**src/rtl/uart_pkg.sv**
```systemverilog
// Shared types and constants for the UART receive path.
package uart_pkg;

    // Receiver frame-tracking states
    typedef enum logic [2:0] {
        IDLE   = 3'd0,
        START  = 3'd1,
        DATA   = 3'd2,
        PARITY = 3'd3,
        STOP   = 3'd4
    } rx_state_e;

    // Standard baud rates supported by the clock generator
    localparam int unsigned BAUD_4800  = 4800;
    localparam int unsigned BAUD_9600  = 9600;
    localparam int unsigned BAUD_19200 = 19200;
    localparam int unsigned BAUD_38400 = 38400;
    localparam int unsigned BAUD_57600 = 57600;

endpackage

```
**src/rtl/uart_sync_2ff.sv**
```systemverilog
// Two-flop synchroniser for the asynchronous serial line; resets to the idle level.
module uart_sync_2ff (
    input  logic clk,
    input  logic rst_n,
    input  logic d,
    output logic q
);

    logic meta;

    // Two-stage capture; both stages come out of reset at line-idle (1)
    always_ff @(posedge clk or negedge rst_n) begin
        if (!rst_n) begin
            meta <= 1'b1;
            q    <= 1'b1;
        end else begin
            meta <= d;
            q    <= meta;
        end
    end

endmodule

```
**src/rtl/uart_rx_core.sv**
```systemverilog
// UART receiver: start detection, mid-cell sampling, LSB-first deserialisation,
// framing and parity checking, one-clock valid strobe per received frame.
module uart_rx_core
    import uart_pkg::*;
#(
    parameter int unsigned DATA_BITS    = 8,
    parameter int unsigned OVERSAMPLE   = 16,
    parameter int unsigned SAMPLE_POINT = 8,
    parameter int unsigned PARITY_EN    = 0,
    parameter int unsigned PARITY_ODD   = 0
) (
    input  logic                 clk,
    input  logic                 rst_n,
    input  logic                 rx_tick,
    input  logic                 rx,
    output logic [DATA_BITS-1:0] rx_data,
    output logic                 rx_valid,
    output logic                 frame_err,
    output logic                 parity_err,
    output logic                 rx_busy
);

    localparam int unsigned TICK_W = (OVERSAMPLE > 1) ? $clog2(OVERSAMPLE) : 1;
    localparam int unsigned BIT_W  = (DATA_BITS > 1) ? $clog2(DATA_BITS) : 1;

    localparam logic [TICK_W-1:0] TICK_LAST   = TICK_W'(OVERSAMPLE - 1);
    localparam logic [TICK_W-1:0] TICK_SAMPLE = TICK_W'(SAMPLE_POINT - 1);
    localparam logic [BIT_W-1:0]  BIT_LAST    = BIT_W'(DATA_BITS - 1);
    localparam logic              ODD_BIT     = (PARITY_ODD != 0);
    localparam logic              PAR_ON      = (PARITY_EN != 0);

    rx_state_e             state;
    logic [TICK_W-1:0]     tick_cnt;
    logic [BIT_W-1:0]      bit_idx;
    logic [DATA_BITS-1:0]  shreg;
    logic                  pbit;
    logic                  armed;
    logic                  rxs;

    logic                  cell_end_c;
    logic [TICK_W-1:0]     tick_next_c;
    logic                  parity_bad_c;

    uart_sync_2ff u_sync (
        .clk   (clk),
        .rst_n (rst_n),
        .d     (rx),
        .q     (rxs)
    );

    // Cell-position decode and parity evaluation over captured data + parity bit
    always_comb begin
        cell_end_c   = (tick_cnt == TICK_LAST);
        tick_next_c  = cell_end_c ? '0 : tick_cnt + TICK_W'(1);
        parity_bad_c = PAR_ON && ((^{shreg, pbit}) != ODD_BIT);
    end

    // Frame FSM: advances only on rx_tick; outputs registered, valid strobe lasts one clk
    always_ff @(posedge clk or negedge rst_n) begin
        if (!rst_n) begin
            state      <= IDLE;
            tick_cnt   <= '0;
            bit_idx    <= '0;
            shreg      <= '0;
            pbit       <= 1'b0;
            armed      <= 1'b0;
            rx_data    <= '0;
            rx_valid   <= 1'b0;
            frame_err  <= 1'b0;
            parity_err <= 1'b0;
            rx_busy    <= 1'b0;
        end else begin
            rx_valid <= 1'b0;
            if (rx_tick) begin
                // Line seen high: a following falling edge is a genuine start
                if (rxs) begin
                    armed <= 1'b1;
                end
                case (state)
                    IDLE: begin
                        tick_cnt <= '0;
                        if (!rxs && armed) begin
                            state   <= START;
                            rx_busy <= 1'b1;
                        end
                    end
                    START: begin
                        if (tick_cnt == TICK_SAMPLE) begin
                            // Re-centre: subsequent samples land mid-cell
                            tick_cnt <= '0;
                            if (rxs) begin
                                state   <= IDLE;
                                rx_busy <= 1'b0;
                            end else begin
                                state   <= DATA;
                                bit_idx <= '0;
                            end
                        end else begin
                            tick_cnt <= tick_next_c;
                        end
                    end
                    DATA: begin
                        tick_cnt <= tick_next_c;
                        if (cell_end_c) begin
                            shreg[bit_idx] <= rxs;
                            bit_idx        <= bit_idx + BIT_W'(1);
                            if (bit_idx == BIT_LAST) begin
                                bit_idx <= '0;
                                if (PAR_ON) begin
                                    state <= PARITY;
                                end else begin
                                    state <= STOP;
                                    armed <= 1'b0;
                                end
                            end
                        end
                    end
                    PARITY: begin
                        tick_cnt <= tick_next_c;
                        if (cell_end_c) begin
                            pbit  <= rxs;
                            state <= STOP;
                            armed <= 1'b0;
                        end
                    end
                    STOP: begin
                        tick_cnt <= tick_next_c;
                        if (cell_end_c) begin
                            rx_data    <= shreg;
                            rx_valid   <= 1'b1;
                            frame_err  <= ~rxs;
                            parity_err <= parity_bad_c;
                            state      <= IDLE;
                            rx_busy    <= 1'b0;
                        end
                    end
                    default: begin
                        state    <= IDLE;
                        tick_cnt <= '0;
                        rx_busy  <= 1'b0;
                    end
                endcase
            end
        end
    end

endmodule

```
**config.mk**
```make
export PLATFORM = sky130hd
export DESIGN_NAME = uart_rx_core
export DESIGN_NICKNAME = d
export VERILOG_FILES = /design/src/rtl/uart_pkg.sv /design/src/rtl/uart_sync_2ff.sv /design/src/rtl/uart_rx_core.sv
export SDC_FILE = /design/constraint.sdc
export NUM_CORES = 1
export LEC_CHECK = 0
export ABC_CLOCK_PERIOD_IN_PS = 2460
export CORE_ASPECT_RATIO = 0.9
export CORE_MARGIN = 3
export CORE_UTILIZATION = 58
export CTS_BUF_LIST = sky130_fd_sc_hd__clkbuf_8
export DETAILED_ROUTE_END_ITERATION = 12
export PLACE_DENSITY_LB_ADDON = 0.12
export RECOVER_POWER = 25
export SYNTH_ARGS = -nofsm -noshare
export SYNTH_HDL_FRONTEND = slang
export SYNTH_SLANG_ARGS = --single-unit
```
**constraint.sdc**
```tcl
create_clock -name clk -period 2.46 [get_ports clk]
set_input_delay 0.492 -clock clk [delete_from_list [all_inputs] [get_ports clk]]
set_output_delay 0.492 -clock clk [all_outputs]
set_load 0.02 [all_outputs]
```
* After elaboration in Yosys (flattened, before gate mapping)
Index checks and enable logic that the tools add are counted.
** Storage, ports and cells
- Flip-flop bits (word level) :: 32
- Output and inout bits :: 12
- Word-level logic and storage cells :: 76
** Operators by class
- Add/sub/neg operators :: 2
- $lt $le $gt $ge :: 2
- Eq/ne operators :: 15
- Muxes and demuxes :: 32
- Bitwise logic cells :: 2
- Reduce and logical (&&, ||, !) cells :: 12
** Operators by type and width (number)
- $mux 3 :: 10
- $pmux 3 s5 :: 1
- $ne 2x2->1 const B :: 7
- $mux 1 :: 12
- $bwmux 8 :: 1
- $mux 4 :: 2
- $pmux 4 s2 :: 1
- $reduce_and 7->1 :: 1
- $eq 3x2->1 const B :: 2
- $eq 3x3->1 const B :: 2
- $pmux 3 s2 :: 1
- $reduce_and 3->1 :: 2
- $reduce_and 6->1 :: 1
- $reduce_and 5->1 :: 1
- $add 4x1->4 const B :: 1
- $eq 4x3->1 const B :: 1
- $eq 4x4->1 const B :: 1
- $lt 3x4->1 const B :: 1
- $pmux 1 s4 :: 1
- $add 3x1->3 const B :: 1
- $demux 1 s3 :: 1
- $eq 3x1->1 const B :: 1
- $ge 3x1->1 const B :: 1
- $logic_not 3->1 :: 1
- other kinds (9) :: 11

* Depth between registers and ports, before layout
Gate-level depths: netlist of the first run.
- Word-level depth :: 5
- Depth in mapped cells :: 5

* Modules after synthesis
Synthesis of the first run repeated with hierarchy kept, for this count alone.
** Second synthesis, totals
- Cell total of the unflattened synthesis :: 129
- Area total of the unflattened synthesis :: 1599.0 um^2
** By module, submodules not included
- uart_rx_core :: instances 1, cells an instance 127, area each 1546.5 um^2, sequential area each 750.7 um^2
- uart_sync_2ff :: instances 1, cells an instance 2, area each 52.6 um^2, sequential area each 52.6 um^2

* Worst setup path before layout of the first run
OpenSTA, ideal clock, no wires.
- Kind :: register to register
- Start :: register tick_cnt[0]
- End :: register shreg[1]
- Arrival time :: 1.806 ns
- Setup slack :: 0.529 ns
- Stages on the path, launching flop included :: 6
- Buffers on the path :: 0
- Clock period less this slack :: 1.931 ns
- Cells stage by stage :: dfrtp_1 ha_1 nand4_1 or3_4 nor3b_2 mux2_2
** On the way
- Longest elaborated chain between the ends :: 2
** Ends and longest elaborated chain
- start, declared :: line uart_rx_core.sv:33 : logic [TICK_W-1:0] tick_cnt;
- start signal, assigned :: line uart_rx_core.sv:99 : tick_cnt <= tick_next_c;
- start signal, assigned :: line uart_rx_core.sv:103 : tick_cnt <= tick_next_c;
- start signal, assigned :: line uart_rx_core.sv:119 : tick_cnt <= tick_next_c;
- $eq 4x4->1 :: line uart_rx_core.sv:53 : cell_end_c = (tick_cnt == TICK_LAST);
- $reduce_and 3->1 (no line)
- end signal, assigned by index :: line uart_rx_core.sv:105 : shreg[bit_idx] <= rxs;
- end, declared :: line uart_rx_core.sv:35 : logic [DATA_BITS-1:0] shreg;
Every way passes these cells.
A chain may end at the register's enable or synchronous reset.

* Worst setup path in the final report of the first run
- Start :: register state[0]
- End :: register shreg[1]
** On the way
- Longest elaborated chain between the ends :: 2
** Ends and longest elaborated chain
- start, declared :: line uart_rx_core.sv:32 : rx_state_e state;
- start signal, assigned :: line uart_rx_core.sv:61 : state <= IDLE;
- start signal, assigned :: line uart_rx_core.sv:83 : state <= START;
- start signal, assigned :: line uart_rx_core.sv:92 : state <= IDLE;
- $eq 3x2->1 :: line uart_rx_core.sv:79 : case (state)
- $reduce_and 3->1 (no line)
Every way passes these cells.

==> summary.md, run 1 <==
| Metric | Value |
|---|---|
| Clock buffer depth | `2` |
| CTS tree | `yes` |
| Total Routed Length | `2.69 mm` |
| PortBufs | `14` |
| Die span in y | `~55 um` |
| Worst VDD drop | `0.797 mV` |
| Via count | `around 1100` |
| Gr ovfl total | `0` |
| Initial core utilization | `0.623` |
| #FFs+latches synth | `32` |
| Max-slew violation count | `0` |
| Overall Global Routing Usage | `0.179` |
| Routed vias/inst | `a little under 6` |
| Htree depth | `2` |
| Commonest non-fill, non-tap cell in the layout | `dfrtp_1` |
| Synthesized instance count | `approximately 140` |
| Worst-path clk slew | `approximately 0.06 ns` |
| Cell variety after synth | `between 40 and 50` |
| Synthesized net count | `142` |
| Worst Hold Slack | `0.355 ns` |
| Post-cts gate resize count | `0` |
| Std-Cell Core Area | `2510 sq um` |
| Pwr/cell area | `906 nW/um^2` |
| LEAKAGE | `0.000827 uW` |
| Diode count | `0` |
| Number of antenna-violating nets in the routed design | `0` |
| Synth area leader | `dfrtp_1` |
| Sum Neg Setup Slack | `0 ns` |
| Top cells by area, synth | `dfrtp_1, mux2_2, dfstp_2, ha_1, nand3_1` |
| Slew of the pin with the lowest slew margin | `0.786 ns` |
| Slew margin rel. | `0.469` |
| Die width | `just over 60 um` |
| FF-to-FF path depth | `4` |
| Vias in the first global route | `1018` |
| Ratio of cells with drive above 1 in the final layout | `0.275` |
| Clock Root Buffer | `clkbuf_8` |
| # setup viols final | `0` |
| Final hold vios | `0` |
| Syn-to-layout area delta | `19.3%` |
| RSZ-0062 raised after global routing | `no` |
| Setup CP Type | `register to register` |
| Die area | `approximately 3400 sq um` |
| Largest net degree at the start of global routing | `33` |
| Drt wl/cell | `14.9 um` |
| Worst EP required | `about 2.6 ns` |
| Total CTS buffers | `5` |
| Most used DFF post-synth | `dfrtp_1` |
| Most frequent cells in the layout | `dfrtp_1, mux2_2, clkdlybuf4s50_1` |
| Worst Skew | `approximately 0.0026 ns` |
| Outcome | `complete, no violations` |
| Post-synthesis sequential area ratio | `0.514` |
| Hold Crit Class | `register to register` |
| Avg Inst Size Synth | `approximately 12 sq um` |
| DRT Pass-1 Iters | `4` |
| Fraction of registers with async set/reset | `1.00` |
| Final period util | `0.837` |
| Synthesis Warnings | `0` |
| Mapped cell area | `approximately 1600 sq um` |
| Placer Congestion | `0.764` |
| CP max FO | `14` |
| Clock Sinks | `32` |
| Synth top area share | `0.480` |
| EDFF count, synth | `0` |
| Layout net count | `~160` |
| Initial DRC count | `27` |
| First-pass GRT wire length | `around 4.5 mm` |
| Crit end category | `register` |
| Worst setup SP type | `register` |
| Initial antenna violation count | `0` |
| Tmin final | `between 2 and 2.5 ns` |
| Hold-fix buffers at CTS | `0` |
| Placed insts | `173` |
| Residual DRC count | `0` |
| Max frequency | `486 MHz` |
| I/O pins | `16` |
| Hold Path Cell Cnt | `0` |
| Postcts setup bufs | `0` |
| Non-filler cells, final | `approximately 180` |
| Row count | `17` |
| Arrival @ worst endpoint | `2.23 ns` |
| MaxCap Viol Count | `0` |
| Worst-Skew Late Latency | `between 0.2 and 0.3 ns` |
| Fillers | `a little under 200` |
| Hpwl dp | `1.85 mm` |
where the power goes:
group	switching [uW]	leakage [uW]	internal, uW
Combinational	235	0.000345	216
Clock	182	0.0000645	357
Sequential	104	0.000418	595
Total	522	0.000827	1170
state kept, by name, summed over array words and instances (netlist names):
signal and flops:
bit_idx 3, state 3, rx_data 8, rx_busy 1
armed 1, frame_err 1, u_sync.meta 1, rx_valid 1
shreg 8, u_sync.q 1, tick_cnt 4
stage by stage:
step	instance area (sq um)	power, uW	worst slack [ns]	utilization
after detailed placement	1740	1160	0.174	0.692
after global routing	1860	1790	0.308	0.743
final	1860	1690	0.402	0.743
after CTS	1860	1710	0.402	0.743
after floorplan	1560	1040	0.529	-
after global placement	1740	1130	0.205	0.692
layout make-up:
type / instances / area, sq um / share of cell area
inverters: 6 / 22.5 / 0.0121
clock inverters: 1 / 30.0 / 0.0161
flip-flops and latches: 32 / 803 / 0.431
clock buffers: 7 / 96.3 / 0.0517
well taps: 28 / 35.0 / 0.0188
multi-input cells: 87 / 692 / 0.371
repair buffers: 20 / 185 / 0.0993
worst paths after layout:
kind                                  startpoint                 endpoint  slack [ns]
hold / removal             u_sync.meta$_DFF_PN1_       u_sync.q$_DFF_PN1_        0.35
setup / recovery            state[0]$_DFFE_PN0P_     shreg[1]$_DFFE_PN0P_        0.40
max in group asynchronous                  rst_n    u_sync.meta$_DFF_PN1_        1.47
setup reg to reg            state[0]$_DFFE_PN0P_     shreg[1]$_DFFE_PN0P_        0.40
hold reg to reg            u_sync.meta$_DFF_PN1_       u_sync.q$_DFF_PN1_        0.35
min in group asynchronous                  rst_n  tick_cnt[1]$_DFFE_PN0P_        0.66
critical path, cell delays in order (launching register included):
cell and delay, ns:
dfrtp_1 0.52, or3b_1 0.50, or3_4 0.39, nor3b_2 0.19, mux2_2 0.34
logic make-up after synthesis:
logic type	after synthesis	share of synthesized area
AOI/OAI and AO/OA	20	0.0841
xor gates and xnor gates	2	0.0112
adders and majority gates	3	0.0240
buffers and inverters	16	0.0432
DFF	32	0.514
muxes	22	0.157
other	1	0.00240
and+or+nand+nor	39	0.164
cell usage after synthesis, types with 2 or more instances:
cell       n
buf_2      3
a22o_1     2
dfstp_2    2
clkbuf_1   5
nor3_1     6
nand2_1    3
inv_1      6
mux2i_1    2
nand3b_1   3
dfrtp_1   30
o21ai_0    5
mux2_2    20
nor2b_1    2
ha_1       3
or3b_1     2
o22ai_1    3
a21oi_1    4
nor3b_2    2
nand3_1    6
nor2_1     5
per-layer routing:
metal	vias to the layer above	global-route usage	wire length [um]
met5	-	0	0
met4	0	0.0929	28
met3	3	0.0631	158
met2	31	0.270	1300
met1	525	0.222	1200
li1	512	-	-
No activity file was read; power rests on OpenSTA's default activity.
==> run 2: changes to the inputs <==
--- a/config.mk
+++ b/config.mk
@@ -5,7 +5,7 @@
 export SDC_FILE = /design/constraint.sdc
 export NUM_CORES = 1
 export LEC_CHECK = 0
-export ABC_CLOCK_PERIOD_IN_PS = 2460
+export ABC_CLOCK_PERIOD_IN_PS = 1900
 export CORE_ASPECT_RATIO = 0.9
 export CORE_MARGIN = 3
 export CORE_UTILIZATION = 58
==> constraint.sdc (replaced) <==
create_clock -name clk -period 1.9 [get_ports clk]
set_input_delay 0.38 -clock clk [delete_from_list [all_inputs] [get_ports clk]]
set_output_delay 0.38 -clock clk [all_outputs]
set_load 0.02 [all_outputs]
==> run 2 against run 1 <==
  * Clock-buffer cell count down 1
  * Sequential cell count unchanged
  * Combinational power up 84%
  * Routed wire length up 12%
  * Clock power down 5.4%
  * Utilization up 4.3 points
  * Non-clock buffer count up 12
  * Hold slack better by 0.0047 ns
  * Register-to-register slack worse by 0.37 ns
  * Sequential share of layout area down 2.4 points
==> summary.md, run 2 (synthesis gave the netlist of run 1 again) <==
| Metric | Value |
|---|---|
| Die area | `3350 sq um (unchanged)` |
| Initial core utilization | `0.623 (unchanged)` |
| Worst VDD drop | `0.995 mV (was 0.797 mV)` |
| Worst setup path endpoint | `shreg[2]$_DFFE_PN0P_ (was shreg[1]$_DFFE_PN0P_)` |
| Tmin final | `1.87 ns (was 2.06 ns)` |
| Outcome | `complete, no violations (unchanged)` |
| Std-Cell Core Area | `2510 sq um (unchanged)` |
| Row count | `17 (unchanged)` |
| Switching Share | `0.329 (was 0.309)` |
| Ratio of cells with drive above 1 in the final layout | `0.333 (was 0.275)` |
| Reg2reg end | `shreg[2]$_DFFE_PN0P_ (was shreg[1]$_DFFE_PN0P_)` |
| First-pass GRT wire length | `5.22 mm (was 4.48 mm)` |
| Placer Congestion | `0.828 (was 0.764)` |
| R2r startpoint | `state[0]$_DFFE_PN0P_ (unchanged)` |
| Crit path from | `state[0]$_DFFE_PN0P_ (unchanged)` |
| Clock buffer depth | `2 (unchanged)` |
| Worst setup SP type | `register (unchanged)` |
| Most frequent cells in the layout | `dfrtp_1, mux2_2, buf_4 (was dfrtp_1, mux2_2, clkdlybuf4s50_1)` |
| Syn-to-layout area delta | `26.2% (was 19.3%)` |
| Worst-path clk slew | `0.06 ns (about the same)` |
| # setup viols final | `0 (unchanged)` |
| Diode count | `0 (unchanged)` |
| FF-to-FF path depth | `4 (unchanged)` |
| Slew of the pin with the lowest slew margin | `0.780 ns (was 0.786 ns)` |
| Die span in y | `55.2 um (unchanged)` |
| PortBufs | `14 (unchanged)` |
| Overall Global Routing Usage | `0.205 (was 0.179)` |
| Hold Crit Class | `register to register (unchanged)` |
| Worst-Skew Late Latency | `0.28 ns (about the same)` |
| Initial DRC count | `61 (was 27)` |
| Initial antenna violation count | `0 (unchanged)` |
| Worst Hold Slack | `0.359 ns (was 0.355 ns)` |
| Largest net degree at the start of global routing | `33 (unchanged)` |
| Max-slew violation count | `0 (unchanged)` |
| Worst EP required | `2.06 ns (was 2.63 ns)` |
| Pwr/cell area | `1120 nW/um^2 (was 906 nW/um^2)` |
| Final hold vios | `0 (unchanged)` |
| Sw Pwr | `723 uW (was 522 uW)` |
| DRT Pass-1 Iters | `4 (unchanged)` |
| Layout net count | `171 (was 159)` |
| CTS tree | `yes (unchanged)` |
| Tot Pwr | `2200 uW (was 1690 uW)` |
| Hpwl dp | `2.06 mm (was 1.85 mm)` |
| Slew margin rel. | `0.480 (was 0.469)` |
| Fillers | `172 (was 195)` |
| Clock Power Share | `0.232 (was 0.319)` |
| Total Routed Length | `3.02 mm (was 2.69 mm)` |
| Clock Sinks | `32 (unchanged)` |
| Routed vias/inst | `5.94 (was 5.92)` |
| Flop pwr share | `0.392 (was 0.414)` |
| Hold-fix buffers at CTS | `0 (unchanged)` |
| FF/Latch Area | `803 sq um (unchanged)` |
| Crit end category | `register (unchanged)` |
| Gr ovfl total | `0 (unchanged)` |
| Comb power frac | `0.376 (was 0.267)` |
| Final period util | `0.986 (was 0.837)` |
| Setup CP Type | `register to register (unchanged)` |
| Setup ws final | `0.0274 ns (was 0.402 ns)` |
| Largest regs | `rx_data: 8 flops, shreg: 8 flops, tick_cnt: 4 flops (unchanged)` |
| Worst Skew | `0.00720 ns (was 0.00265 ns)` |
| Residual DRC count | `0 (unchanged)` |
| I/O pins | `16 (unchanged)` |
| Total CTS buffers | `5 (unchanged)` |
| Internal | `1480 uW (was 1170 uW)` |
| Vias in the first global route | `1144 (was 1018)` |
| Via count | `1147 (was 1071)` |
| Commonest non-fill, non-tap cell in the layout | `dfrtp_1 (unchanged)` |
| Drt wl/cell | `15.7 um (was 14.9 um)` |
| CP max FO | `4 (was 14)` |
| RSZ-0062 raised after global routing | `yes (was no)` |
| LEAKAGE | `0.000890 uW (was 0.000827 uW)` |
| Arrival @ worst endpoint | `2.03 ns (was 2.23 ns)` |
| Number of antenna-violating nets in the routed design | `0 (unchanged)` |
| FF-to-FF setup slack | `0.03 ns (was 0.40 ns)` |
| MaxCap Viol Count | `0 (unchanged)` |
| Setup WS pre-CTS | `-0.168 ns (was 0.174 ns)` |
| Max frequency | `534 MHz (was 486 MHz)` |
| Die width | `60.7 um (unchanged)` |
| Multi-input gate area | `723 sq um (was 692 sq um)` |
| Clock Root Buffer | `clkbuf_8 (unchanged)` |
| Htree depth | `2 (unchanged)` |
-- run 2: worst max-delay path, cell delays in order, from the launching register on --
cell and delay [ns]:
dfrtp_1 0.41, or3b_4 0.39, or3_4 0.41, nor3b_4 0.23
mux2_4 0.32
-- run 2: routing by layer --
| layer | GRT usage | up-vias | part of all wire |
|---|---|---|---|
| met2 | 0.318 | 31 | 0.49 |
| met4 | 0.0464 | 0 | 0.013 |
| met1 | 0.279 | 572 | 0.45 |
| li1 | - | 538 | - |
| met5 | 0 | - | 0 |
| met3 | 0.0631 | 6 | 0.046 |
-- run 2: worst min path at each step --
stage                          startpoint                  to  slack (ns)  cells after the start
floorplan                           rst_n   armed$_DFFE_PN0P_        0.08                      0
global placement    u_sync.meta$_DFF_PN1_  u_sync.q$_DFF_PN1_        0.35                      0
detailed placement  u_sync.meta$_DFF_PN1_  u_sync.q$_DFF_PN1_        0.35                      0
CTS                 u_sync.meta$_DFF_PN1_  u_sync.q$_DFF_PN1_        0.36                      0
global route        u_sync.meta$_DFF_PN1_  u_sync.q$_DFF_PN1_        0.36                      0
finish              u_sync.meta$_DFF_PN1_  u_sync.q$_DFF_PN1_        0.36                      0
-- run 2: final cells by class --
type / instances / area share
tap: 28 / 0.0178
timing repair buffer: 32 / 0.151
clock inverter: 2 / 0.00381
sequential: 32 / 0.407
clock buffer: 6 / 0.0419
inverter: 6 / 0.0114
multi-input combinational: 87 / 0.367
-- run 2: power by group through the flow --
stage                     Sequential, uW  Clock [uW]  Combinational, uW
final                                862         510                828
after global routing                 872         558                913
after CTS                            857         521                775
after detailed placement             869           0                771
after global placement               864           0                740
after floorplan                      859           0                510
-- run 2: timing repair --
item | in CTS | in global routing
buffers inserted | 0 | 2
hold endpoints to repair | 0 | 0
setup endpoints to repair | 0 | 4
gates resized for setup | 0 | 4
-- run 2: stage by stage --
stage / instance area [sq um] / instances / util / setup TNS [ns]
after floorplan: 1580 / 135 / - / 0
after global placement: 1850 / 183 / 0.737 / -1.14
after detailed placement: 1850 / 183 / 0.737 / -1.22
after CTS: 1940 / 191 / 0.773 / 0
after global routing: 1970 / 193 / 0.786 / -0.0349
final: 1970 / 193 / 0.786 / 0
